File: src/rtl/xor_map_engine_pkg.sv
// Shared types and default sizes for the XOR map engine: descriptor layout
// and FSM state encoding.
package xor_map_engine_pkg;

   localparam int XM_ADDR_W = 8;
   localparam int XM_DATA_W = 32;
   localparam int XM_LEN_W  = 9;
   localparam int XM_FLAG_N = 8;
   localparam int XM_IDX_W  = $clog2(XM_FLAG_N);

   typedef enum logic [1:0] {
      XM_IDLE  = 2'd0,
      XM_RUN   = 2'd1,
      XM_DRAIN = 2'd2
   } xm_state_e;

   typedef struct packed {
      logic [XM_ADDR_W-1:0] origin;
      logic [XM_ADDR_W-1:0] modifier;
      logic [XM_LEN_W-1:0]  length;
      logic                 cond_en;
      logic [XM_IDX_W-1:0]  cond_idx;
   } xm_desc_t;

endpackage

File: src/rtl/xor_map_bypass.sv
// Read-data forwarding for the two RAM read ports: a read issued in the same
// cycle as a write to that address gets the written value instead of stale RAM data.
module xor_map_bypass #(
   parameter int ADDR_W = 8,
   parameter int DATA_W = 32
) (
   input  logic              clk,
   input  logic              reset,
   input  logic [ADDR_W-1:0] rd_a_addr,
   input  logic [ADDR_W-1:0] rd_b_addr,
   input  logic              wr_en,
   input  logic [ADDR_W-1:0] wr_addr,
   input  logic [DATA_W-1:0] wr_data,
   input  logic [DATA_W-1:0] ram_a_data,
   input  logic [DATA_W-1:0] ram_b_data,
   output logic [DATA_W-1:0] a_data,
   output logic [DATA_W-1:0] b_data
);

   logic              hit_a;
   logic              hit_b;
   logic [DATA_W-1:0] fwd_data;

   // The RAM returns read data one cycle late, so the address match and the
   // colliding write value are registered to line up with that data.
   always_ff @(posedge clk) begin
      if (reset) begin
         hit_a    <= 1'b0;
         hit_b    <= 1'b0;
         fwd_data <= '0;
      end else begin
         hit_a    <= wr_en && (rd_a_addr == wr_addr);
         hit_b    <= wr_en && (rd_b_addr == wr_addr);
         fwd_data <= wr_data;
      end
   end

   assign a_data = hit_a ? fwd_data : ram_a_data;
   assign b_data = hit_b ? fwd_data : ram_b_data;

endmodule

File: src/rtl/xor_map_engine.sv
// Sequential in-place XOR of a modifier range into an origin range of an
// external state RAM, one element per cycle, with optional flag gating.
module xor_map_engine
   import xor_map_engine_pkg::*;
#(
   parameter int ADDR_W = XM_ADDR_W,
   parameter int DATA_W = XM_DATA_W,
   parameter int LEN_W  = XM_LEN_W,
   parameter int FLAG_N = XM_FLAG_N
) (
   input  logic                      clk,
   input  logic                      reset,
   input  logic                      op_valid,
   output logic                      op_ready,
   input  logic [ADDR_W-1:0]         op_origin,
   input  logic [ADDR_W-1:0]         op_modifier,
   input  logic [LEN_W-1:0]          op_length,
   input  logic                      op_cond_en,
   input  logic [$clog2(FLAG_N)-1:0] op_cond_idx,
   input  logic [FLAG_N-1:0]         flags,
   output logic [ADDR_W-1:0]         rd_a_addr,
   output logic [ADDR_W-1:0]         rd_b_addr,
   input  logic [DATA_W-1:0]         rd_a_data,
   input  logic [DATA_W-1:0]         rd_b_data,
   output logic                      wr_en,
   output logic [ADDR_W-1:0]         wr_addr,
   output logic [DATA_W-1:0]         wr_data,
   output logic                      done,
   output logic                      busy,
   output xm_state_e                 fsm_state,
   output xm_desc_t                  op_latched
);

   // Handshake: a descriptor transfers on a rising edge where op_valid and
   // op_ready are both high; op_ready is high exactly when the FSM is idle.

   // The descriptor struct is laid out with the package widths.
   if (ADDR_W != XM_ADDR_W || LEN_W != XM_LEN_W || FLAG_N != XM_FLAG_N) begin : g_width_check
      $error("xor_map_engine: ADDR_W/LEN_W/FLAG_N must match xor_map_engine_pkg");
   end

   xm_state_e         state;
   xm_desc_t          desc;
   logic [LEN_W-1:0]  cnt;
   logic              wr_en_q;
   logic [ADDR_W-1:0] wr_addr_q;
   logic [ADDR_W-1:0] offset;
   logic              cond;
   logic              last;
   logic [DATA_W-1:0] a_data;
   logic [DATA_W-1:0] b_data;

   assign cond   = !op_cond_en || flags[op_cond_idx];
   assign last   = (cnt == desc.length - LEN_W'(1));
   assign offset = ADDR_W'(cnt);

   always_ff @(posedge clk) begin
      if (reset) begin
         state     <= XM_IDLE;
         desc      <= '0;
         cnt       <= '0;
         wr_en_q   <= 1'b0;
         wr_addr_q <= '0;
      end else begin
         wr_en_q <= 1'b0;
         case (state)
            XM_IDLE: begin
               if (op_valid) begin
                  desc <= '{origin:   op_origin,
                            modifier: op_modifier,
                            length:   op_length,
                            cond_en:  op_cond_en,
                            cond_idx: op_cond_idx};
                  cnt  <= '0;
                  // Skipped operations still pass through DRAIN for the done pulse.
                  state <= (op_length == '0 || !cond) ? XM_DRAIN : XM_RUN;
               end
            end
            XM_RUN: begin
               wr_en_q   <= 1'b1;
               wr_addr_q <= desc.origin + offset;
               cnt       <= cnt + LEN_W'(1);
               if (last) state <= XM_DRAIN;
            end
            XM_DRAIN: state <= XM_IDLE;
            default:  state <= XM_IDLE;
         endcase
      end
   end

   assign rd_a_addr = desc.origin + offset;
   assign rd_b_addr = desc.modifier + offset;

   xor_map_bypass #(
      .ADDR_W (ADDR_W),
      .DATA_W (DATA_W)
   ) u_bypass (
      .clk        (clk),
      .reset      (reset),
      .rd_a_addr  (rd_a_addr),
      .rd_b_addr  (rd_b_addr),
      .wr_en      (wr_en),
      .wr_addr    (wr_addr),
      .wr_data    (wr_data),
      .ram_a_data (rd_a_data),
      .ram_b_data (rd_b_data),
      .a_data     (a_data),
      .b_data     (b_data)
   );

   assign wr_en      = wr_en_q;
   assign wr_addr    = wr_addr_q;
   assign wr_data    = a_data ^ b_data;
   assign done       = (state == XM_DRAIN);
   assign busy       = (state != XM_IDLE);
   assign op_ready   = (state == XM_IDLE);
   assign fsm_state  = state;
   assign op_latched = desc;

endmodule
File: config.mk
export PLATFORM = sky130hd
export DESIGN_NAME = xor_map_engine
export DESIGN_NICKNAME = d
export VERILOG_FILES = /design/src/rtl/xor_map_engine_pkg.sv /design/src/rtl/xor_map_bypass.sv /design/src/rtl/xor_map_engine.sv
export SDC_FILE = /design/constraint.sdc
export NUM_CORES = 1
export LEC_CHECK = 0
export ABC_CLOCK_PERIOD_IN_PS = 3700
export CORE_MARGIN = 5
export CORE_UTILIZATION = 49
export CTS_BUF_LIST = sky130_fd_sc_hd__clkbuf_4 sky130_fd_sc_hd__clkbuf_8 sky130_fd_sc_hd__clkbuf_16
export DETAILED_ROUTE_END_ITERATION = 16
export PLACE_DENSITY = 0.9
export SKIP_LAST_GASP = 1
export SYNTH_ARGS = -nofsm -noshare
export SYNTH_HDL_FRONTEND = slang
export SYNTH_HIERARCHICAL = 1
export SYNTH_SLANG_ARGS = --single-unit
export TNS_END_PERCENT = 10
File: constraint.sdc
create_clock -name clk -period 3.7 [get_ports clk]
set_input_delay 0.74 -clock clk [delete_from_list [all_inputs] [get_ports clk]]
set_output_delay 0.74 -clock clk [all_outputs]
set_load 0.05 [all_outputs]
==> impl_metrics.toml <==
[run_status]
outcome = "completed"

[synthesis]
ys_seq_area_share_pct = 31.6
netlist_area_um2 = 5260
yosysUniqueCellTypes = 56
netlist_instances = 549
syn_nets = 671
ys_seq_elements = 83
async_flop_share_pct = 0
yosysWarnings = 6
yosys_most_used_dff = "dfxtp_1"
syn_area_per_cell_um2 = 9.57
synth-edff-count = 0

[worst_hold_path]
hp-class = "flip-flop to flip-flop"
whs_path_depth = 2
hold_start = "op_latched[1]"
hold_path_end = "op_latched[1]"

[grt]
grt.met3_usage_pct = 6.63
grt_overflow = 0
grt_pass1_wl_um = 24900
grt.met2_usage_pct = 44.0
grt_max_degree = 47
grt.busiest_layer = "met2"
antenna_found_initial = 0
grt_pass1_vias = 4851
gr-usage-met1_pct = 27.2
grt_usage_pct = 24.2

[worst_setup_path]
arrival_ns = 2.86
reg2reg_from = "cnt[0]"
worstSetupPathType = "flip-flop to output pin"
critPathCaptureType = "output pin"
start_kind = "flip-flop"
r2r_end = "u_bypass/hit_a"
reg2reg_slack_ns = 0.82
r2r_cells = 12
worstPathRequired_ns = 2.96
crit_fanout = 4

[drt]
detail_route.wl_per_cell_um = 18.2
firstDrtPassIters = 4
vias_per_cell = 5.33
antenna_left = 0
post-route-drc-count = 0
drt_iter0_markers = 315
routed-via-count = 4662
finalWirelength_um = 16000

[placement]
place_congestion = 0.860
port_buffers = 194
pre_cts_ws_ns = 0.378
hpwl_um = 12600
dp.cells = 859

[power]
power_mw = 2.73
leakagePower_nw = 3.01
power.density_nw_per_um2 = 369
max-vdd-ir-drop_mv = 0.254

[timing]
fmax_mhz = 277
rsz0062_at_grt = "yes"
fin_crit_sh_pct = 97.4
hold_viol = 0
tightest_slew_ns = 1.03
finalClockSkew_ns = 0.0132
worst_slack_ns = 0.0958
timing.final.max_slew_violations = 0
fin_setup_tns_ns = 0
fin_crit_ns = 3.60
slew_headroom_pct = 31.0
setup_viol = 0

[floorplanning]
initial_core_util_pct = 50.5
ioPinCount = 195
die_w_um = 114
num_rows = 37
fp.dieH_um = 114
coreArea_um2 = 10400
design.die.area_um2 = 12900

[layout]
drive_above_1_share_pct = 14.7
final_cells = 875
layout.nets = 856
final_util_pct = 71.1
syn2layout_area_growth_pct = 40.8
antennaDiodeCount = 0

[clock_tree]
path_clk_slew_ns = 0.08
cts_tree = "built"
cts_hold_buf = 0
clock_path_buffers = 2
cts_root_buffer = "clkbuf_8"
clk_latency_ns = 0.36
cts_inserted_buffers = 9
clock-sinks = 83
htreeDepth = 3

[run]
cap_violations = 0
==> stage by stage <==
| step | instance area [µm²] | hold slack (ns) |
|---|---|---|
| after floorplan | 5260 | 0.495 |
| after global placement | 7220 | 0.443 |
| after detailed placement | 7220 | 0.454 |
| after CTS | 7400 | 0.465 |
| after global routing | 7400 | 0.487 |
| final | 7400 | 0.464 |
==> report_power, final <==
group / total, mW / internal [mW] / switching [mW]
registers: 1.03 / 0.960 / 0.0670
logic: 1.10 / 0.458 / 0.638
clock network: 0.608 / 0.277 / 0.332
total: 2.73 / 1.69 / 1.04
==> synthesized netlist by cell type, types with 5 or more instances <==
cell type  number  area [µm²]
dfxtp_1        83        1660
nand2_1        76         285
mux2_4         60         901
a21oi_1        47         235
xor2_1         37         324
xnor2_1        30         263
nor2_1         26        97.6
and2b_1        21         158
clkbuf_1       16        60.1
ha_1           16         200
nor2b_1        16         100
inv_1          15        56.3
nand3_1        15        75.1
buf_12          6         120
and3_1          5        31.3
o21ai_0         5        25.0
o21ai_1         5        25.0
==> repair_timing <==
action | in CTS | in global routing
setup buffers | 0 | 0
resized for setup | 1 | 1
endpoints found under the setup margin | 1 | 2
==> cell families after synthesis <==
logic type               synth area share, %
AND/OR/NAND/NOR                         19.1
XOR/XNOR                                11.7
multiplexers                            19.2
buffers and inverters                   5.45
adder cells (fa/ha/maj)                 4.57
AO/OA/AOI/OAI                           8.33
flip-flops                              31.6
==> critical path: stages (launching register included) <==
cell,delay [ns]
dfxtp_1,0.44
ha_1,0.27
a21o_1,0.18
a21oi_1,0.22
o22ai_1,0.16
nor2_1,0.14
xnor2_1,0.21
clkdlybuf4s50_1,0.88
==> worst max-delay path by stage <==
stage                   end      startpoint
2_1_floorplan  rd_a_addr[6]  op_latched[21]
3_3_place_gp   rd_a_addr[5]          cnt[2]
3_5_place_dp   rd_a_addr[5]          cnt[2]
4_1_cts        rd_a_addr[6]          cnt[0]
5_1_grt        rd_b_addr[5]          cnt[2]
6_report       rd_b_addr[5]          cnt[1]
==> flip-flops by register name (all words and copies together), names as in the netlist <==
register / flops
wr_addr: 8
wr_en: 1
op_latched: 29
u_bypass/hit_a: 1
u_bypass/fwd_data: 32
fsm_state: 2
u_bypass/hit_b: 1
cnt: 9
==> routing by layer <==
| metal | up-vias | part of all wire [%] |
|---|---|---|
| li1 | 2234 | - |
| met1 | 2214 | 41 |
| met2 | 195 | 50 |
| met3 | 19 | 7.7 |
| met4 | 0 | 1.7 |
| met5 | - | 0 |
==> layout make-up <==
class	count	area (µm²)
flip-flops and latches	83	1660
multi-input cells	423	3320
well taps	136	170
clock buffers	12	153
repair buffers	202	2020
fillers	760	3010
clock inverters	4	26.3
inverters	15	56.3
==> cells in the final DEF, fill, tap and decap left out, types with 16 or more instances in the layout <==
| cell type | synthesis | final |
|---|---|---|
| xor2_1 | 37 | 37 |
| nand2_1 | 76 | 76 |
| dfxtp_1 | 83 | 81 |
| nor2b_1 | 16 | 16 |
| clkdlybuf4s50_1 | 0 | 186 |
| a21oi_1 | 47 | 47 |
| nor2_1 | 26 | 26 |
| and2b_1 | 21 | 21 |
| ha_1 | 16 | 16 |
| mux2_4 | 60 | 60 |
| xnor2_1 | 30 | 29 |
No activity file was read; power rests on OpenSTA's default activity.
